File: src/rtl/hazard_scheduler.sv
// -----------------------------------------------------------------------------
// hazard_scheduler
// Hazard controller for the 5-stage (F/D/E/M/W) 24-bit core. A shadow pipeline
// of destination/source tags for E, M and W drives ALU operand forwarding,
// load-use stalls, branch flushes and the data-memory wait freeze.
//
// Ports
//   clk, rst            clock, asynchronous active-low reset
//   valid_d             D holds a real instruction
//   rs1_d, rs2_d        source registers of the instruction in D
//   uses_rs1_d/_rs2_d   the instruction in D reads rs1 / rs2
//   rd_d, regwrite_d    destination register and its write enable
//   memread_d/_memwrite_d  instruction in D is a load / store
//   branch_taken_e      branch in E resolved taken
//   mem_busy            data memory not ready this cycle
//   stall_f, stall_d    hold fetch / decode registers
//   stall_em            hold E and M registers (memory freeze)
//   flush_d, flush_e    clear D / bubble into E
//   forward_a_e/_b_e    operand select: 00 regfile, 01 W result, 10 M ALU result
//   mem_timeout         sticky memory timeout error
// -----------------------------------------------------------------------------
module hazard_scheduler #(
    parameter int REG_AW       = 4,
    parameter int MAX_MEM_WAIT = 15,
    parameter int CNT_W        = 4
) (
    input  logic              clk,
    input  logic              rst,
    input  logic              valid_d,
    input  logic [REG_AW-1:0] rs1_d,
    input  logic [REG_AW-1:0] rs2_d,
    input  logic              uses_rs1_d,
    input  logic              uses_rs2_d,
    input  logic [REG_AW-1:0] rd_d,
    input  logic              regwrite_d,
    input  logic              memread_d,
    input  logic              memwrite_d,
    input  logic              branch_taken_e,
    input  logic              mem_busy,
    output logic              stall_f,
    output logic              stall_d,
    output logic              stall_em,
    output logic              flush_d,
    output logic              flush_e,
    output logic [1:0]        forward_a_e,
    output logic [1:0]        forward_b_e,
    output logic              mem_timeout
);

    typedef struct packed {
        logic              valid;
        logic [REG_AW-1:0] rd;
        logic              regwrite;
        logic              memread;
        logic              memwrite;
        logic [REG_AW-1:0] rs1;
        logic [REG_AW-1:0] rs2;
        logic              use1;
        logic              use2;
    } e_tag_t;

    typedef struct packed {
        logic              valid;
        logic [REG_AW-1:0] rd;
        logic              regwrite;
        logic              memread;
        logic              memwrite;
    } mw_tag_t;

    typedef enum logic [1:0] {
        ST_RUN      = 2'd0,
        ST_MEM_WAIT = 2'd1,
        ST_TIMEOUT  = 2'd2
    } state_t;

    localparam logic [CNT_W-1:0] MAX_C  = CNT_W'(MAX_MEM_WAIT);
    localparam logic [CNT_W-1:0] ONE_C  = CNT_W'(1);
    localparam logic [CNT_W-1:0] ZERO_C = CNT_W'(0);

    // Operand select for one E source: M beats W, bubbles and unused sources get the regfile.
    function automatic logic [1:0] fwd_sel(input mw_tag_t m, input mw_tag_t w,
                                           input logic e_valid, input logic use_src,
                                           input logic [REG_AW-1:0] src);
        logic [1:0] sel;
        if (!(e_valid && use_src)) begin
            sel = 2'b00;
        end else if (m.valid && m.regwrite && (m.rd == src)) begin
            sel = 2'b10;
        end else if (w.valid && w.regwrite && (w.rd == src)) begin
            sel = 2'b01;
        end else begin
            sel = 2'b00;
        end
        return sel;
    endfunction

    e_tag_t     e_q, e_d;
    mw_tag_t    m_q, m_d, w_q, w_d;
    state_t     state_q, state_d;
    logic [CNT_W-1:0] cnt_q, cnt_d;
    logic       init_done_q, init_done_d;

    logic       mem_op_m_s;
    logic       freeze_s;
    logic       load_use_s;
    logic [CNT_W-1:0] cnt_inc_s;
    logic       unused_w_mem_s;

    // W only feeds forwarding; its memory bits ride along for completeness.
    assign unused_w_mem_s = w_q.memread | w_q.memwrite;

    assign mem_op_m_s = m_q.valid && (m_q.memread || m_q.memwrite);
    assign cnt_inc_s  = (cnt_q == MAX_C) ? cnt_q : (cnt_q + ONE_C);
    assign load_use_s = e_q.valid && e_q.memread && e_q.regwrite && valid_d &&
                        ((uses_rs1_d && (rs1_d == e_q.rd)) ||
                         (uses_rs2_d && (rs2_d == e_q.rd)));
    assign init_done_d = 1'b1;

    // Memory-wait FSM: next state, wait counter and freeze request.
    always_comb begin
        state_d  = state_q;
        cnt_d    = cnt_q;
        freeze_s = 1'b0;
        case (state_q)
            ST_RUN: begin
                if (mem_busy && mem_op_m_s) begin
                    // Freeze starts in the very cycle the stalled access is seen.
                    freeze_s = 1'b1;
                    cnt_d    = ONE_C;
                    state_d  = (ONE_C == MAX_C) ? ST_TIMEOUT : ST_MEM_WAIT;
                end else begin
                    cnt_d   = ZERO_C;
                    state_d = ST_RUN;
                end
            end
            ST_MEM_WAIT: begin
                if (mem_busy) begin
                    freeze_s = 1'b1;
                    cnt_d    = cnt_inc_s;
                    state_d  = (cnt_inc_s == MAX_C) ? ST_TIMEOUT : ST_MEM_WAIT;
                end else begin
                    cnt_d   = ZERO_C;
                    state_d = ST_RUN;
                end
            end
            ST_TIMEOUT: begin
                freeze_s = 1'b1;
                state_d  = ST_TIMEOUT;
            end
            default: begin
                state_d = ST_RUN;
                cnt_d   = ZERO_C;
            end
        endcase
    end

    // Stall/flush/forward outputs; freeze beats branch, branch beats load-use.
    always_comb begin
        stall_f     = 1'b0;
        stall_d     = 1'b0;
        stall_em    = 1'b0;
        flush_d     = 1'b0;
        flush_e     = 1'b0;
        forward_a_e = 2'b00;
        forward_b_e = 2'b00;
        mem_timeout = (state_q == ST_TIMEOUT);
        if (!init_done_q) begin
            // Quiet during reset and the first cycle after release.
            mem_timeout = 1'b0;
        end else begin
            forward_a_e = fwd_sel(m_q, w_q, e_q.valid, e_q.use1, e_q.rs1);
            forward_b_e = fwd_sel(m_q, w_q, e_q.valid, e_q.use2, e_q.rs2);
            if (freeze_s) begin
                stall_f  = 1'b1;
                stall_d  = 1'b1;
                stall_em = 1'b1;
            end else if (branch_taken_e) begin
                flush_d = 1'b1;
                flush_e = 1'b1;
            end else if (load_use_s) begin
                stall_f = 1'b1;
                stall_d = 1'b1;
                flush_e = 1'b1;
            end else begin
                stall_f = 1'b0;
            end
        end
    end

    // Shadow tag advance; nothing moves while frozen.
    always_comb begin
        e_d = e_q;
        m_d = m_q;
        w_d = w_q;
        if (freeze_s) begin
            e_d = e_q;
        end else begin
            if (flush_e || !valid_d) begin
                e_d = e_tag_t'(0);
            end else begin
                e_d.valid    = 1'b1;
                e_d.rd       = rd_d;
                e_d.regwrite = regwrite_d;
                e_d.memread  = memread_d;
                e_d.memwrite = memwrite_d;
                e_d.rs1      = rs1_d;
                e_d.rs2      = rs2_d;
                e_d.use1     = uses_rs1_d;
                e_d.use2     = uses_rs2_d;
            end
            m_d.valid    = e_q.valid;
            m_d.rd       = e_q.rd;
            m_d.regwrite = e_q.regwrite;
            m_d.memread  = e_q.memread;
            m_d.memwrite = e_q.memwrite;
            w_d          = m_q;
        end
    end

    // State, counter and tag registers.
    always_ff @(posedge clk or negedge rst) begin
        if (!rst) begin
            e_q         <= e_tag_t'(0);
            m_q         <= mw_tag_t'(0);
            w_q         <= mw_tag_t'(0);
            state_q     <= ST_RUN;
            cnt_q       <= ZERO_C;
            init_done_q <= 1'b0;
        end else begin
            e_q         <= e_d;
            m_q         <= m_d;
            w_q         <= w_d;
            state_q     <= state_d;
            cnt_q       <= cnt_d;
            init_done_q <= init_done_d;
        end
    end

endmodule
File: config.mk
export PLATFORM = sky130hd
export DESIGN_NAME = hazard_scheduler
export DESIGN_NICKNAME = d
export VERILOG_FILES = /design/src/rtl/hazard_scheduler.sv
export SDC_FILE = /design/constraint.sdc
export NUM_CORES = 1
export LEC_CHECK = 0
export ABC_CLOCK_PERIOD_IN_PS = 2000
export CAP_MARGIN = 20
export CORE_AREA = 2 2 50 98
export DETAILED_ROUTE_END_ITERATION = 10
export DIE_AREA = 0 0 52 100
export PLACE_DENSITY_LB_ADDON = 0.2
export SETUP_SLACK_MARGIN = 0.3
export SYNTH_ARGS = -nofsm -noshare
export SYNTH_HDL_FRONTEND = slang
export SYNTH_SLANG_ARGS = --single-unit
File: constraint.sdc
create_clock -name clk -period 2 [get_ports clk]
set_clock_uncertainty 0.15 [all_clocks]
set_input_delay 0.5 -clock clk [delete_from_list [all_inputs] [get_ports clk]]
set_output_delay 0.5 -clock clk [all_outputs]
set_load 0.03 [all_outputs]
==> impl_metrics.tcl <==
set metrics [dict create \
    status "complete, but fails checks" \
    violations "negative setup slack" \
    end_kind "output port" \
    max_stage_delay_ps 410 \
    setup_viol 27 \
    synth_edf_count 0 \
    crit_arrival_ps 1980 \
    area_growth_pct 56.7 \
    synth_warnings 0 \
    min_path_type "in -> async" \
    overflow 0 \
    drc 0 \
    finalInstanceArea_um2 3220 \
    track_usage 0.227 \
    dp_hpwl_um 3430 \
    yosysSeqAreaShare 0.476 \
    crit_top_cell "buf_6" \
    power_density_nw_per_um2 1170 \
    io_buffers 31 \
    drv_cap 0 \
    async_reset_ff_frac 1.00 \
    gp_congestion 0.847 \
    initial_utilization 0.455 \
    final.period_utilization 1.31 \
    r2r_setup_slack_ps -620 \
    dpl-instance-area_um2 2690 \
    cp_cell_sequence "buf_6, xor2_4, nor4_4, nand3_2, a311oi_4, buf_6" \
    wl_um 5420 \
    cts_num_sinks 39 \
    setup_slack_ps -629 \
    cp_num_buf_inv 2 \
    synth.distinct_cells 35 \
    fillerInstances 320 \
    grt_max_degree 40 \
    dp.cells 337 \
    drive_above_1_share 0.381 \
    synth_most_common_cell "nand2_1" \
    synth_area_leader_cell "dfrtp_1" \
    diodes 0 \
    required_ps 1350 \
    crit_type "reg -> out" \
    cp_max_fo 2 \
    rsz0062_at_grt "true" \
    die_width_um 52 \
    slew_viol_final 0 \
    ys_seq_elements 39 \
    synth_cells 234 \
    p_leak_nw 1.52 \
    cts_root_buf "clkbuf_8" \
    fin_tns_setup_ps -13810 \
    syn-cell-area_um2 2050 \
    clkSlewWorstSetupHoldPaths_ps 70 \
    cts_tree "built" \
    firstDrtPassIters 4 \
    synth_flop_cell "dfrtp_1" \
    synth_top_area_frac 0.476 \
    drt_iter0_drc 45 \
    grt_pass1_vias 1919 \
    grt_antenna_before_repair 0 \
    ios 32 \
    instances_no_fill 367 \
    grt_pass1_wl_um 8950 \
    cp-start-kind "flip-flop" \
    clockBufferDepth 2 \
    syn_nets 257 \
    path_delay_family "simple AND/OR/NAND/NOR gates" \
    rows 35 \
    syn_area_per_cell_um2 8.77 \
    timing.fmax_mhz 380 \
    core_um2 4510 \
    htree_num_levels 2 \
    numCtsBuffers 5 \
    final-hold-violation-count 0 \
    vias 1910 \
    wl_per_cell_um 14.8 \
    tightest_slew_ps 504 \
    min_period_ps 2630 \
    die_area_um2 5200 \
    synth_area_leaders "dfrtp_1 48%, nand2_1 12%, xor2_1 8.1%" \
    slowest_stage "dfrtp_1" \
    dieHeight_um 100 \
    via_per_inst 5.20 \
    clock_latency_ps 290 \
    postCtsHoldBufs 0 \
    nets 334 \
    ir_drop_v 0.000977 \
    timing.slew.headroom 0.664 \
    postRouteAntennaNets 0 \
    synth_common_cells "68 x nand2_1, 39 x dfrtp_1, 23 x nand3_1" \
]
power breakdown:
part | internal (mW) | switching, mW
logic | 0.817 | 0.992
clock network | 0.404 | 0.277
registers | 1.03 | 0.230
total | 2.25 | 1.50
cells by family after synthesis:
| kind of cell | after synthesis | synth area share |
|---|---|---|
| muxes | 2 | 0.0104 |
| and+or+nand+nor | 116 | 0.254 |
| xor gates and xnor gates | 26 | 0.111 |
| other | 1 | 0.00183 |
| buffers and inverters | 16 | 0.0433 |
| DFF | 39 | 0.476 |
| AOI/OAI and AO/OA | 33 | 0.0982 |
| adders and majority gates | 1 | 0.00610 |
through the flow:
step | util | power, mW | worst slack (ps) | hold slack, ps
after global placement | 0.596 | 2.73 | -854 | 301
after detailed placement | 0.596 | 2.77 | -873 | 314
after global routing | 0.713 | 4.00 | -701 | 144
final | 0.713 | 3.75 | -629 | 104
after floorplan | - | 2.28 | -255 | 54.4
after CTS | 0.671 | 3.62 | -624 | 118
routing by layer:
layer	GRT usage	vias up	part of all wire
met3	0.0357	5	0.036
met1	0.295	913	0.39
li1	-	938	-
met5	0	-	0
met4	0.0749	0	0.011
met2	0.380	54	0.56
final timing paths:
kind	endpoint	start	cells past startpoint
worst min register to register	m_q[0]	e_q[10]	2
max in group asynchronous	e_q[6]	rst	2
min in group clk	m_q[0]	e_q[10]	2
worst max register to register	e_q[9]	e_q[14]	14
worst min-delay path	cnt_q[2]	rst	2
worst max-delay path	flush_e	e_q[14]	6
area by class of cell:
type,instances,area (µm²),share of cell area
clock inverters,2,35.0,0.0109
flip-flops and latches,39,978,0.304
inverters,4,17.5,0.00545
repair buffers,82,773,0.240
well taps,55,68.8,0.0214
clock buffers,6,82.6,0.0257
multi-input cells,179,1260,0.392
flip-flops by register name (all words and copies together) (netlist names):
register / flops
e_q: 18
m_q: 8
w_q: 6
cnt_q: 4
state_q: 2
init_done_q: 1
cell usage in the layout, fill, tap and decap left out, types with 3 or more instances in the layout:
master,instances
xor2_1,16
clkdlybuf4s50_1,11
nor4_2,3
clkbuf_8,6
dlygate4sd2_1,4
nor2_4,3
o21ai_0,3
o21ai_2,11
nor2_1,3
o22ai_1,3
o21ai_1,7
buf_6,24
xnor2_1,6
nand2_1,67
buf_4,35
dfrtp_1,37
nand3_1,21
repair_timing:
action	CTS	global route
buffers inserted	9	12
hold endpoints to repair	0	0
gates cloned	1	0
pin swaps	13	12
endpoints found under the setup margin	42	44
gates resized for setup	46	27
Power figures use the tool's default switching activity.
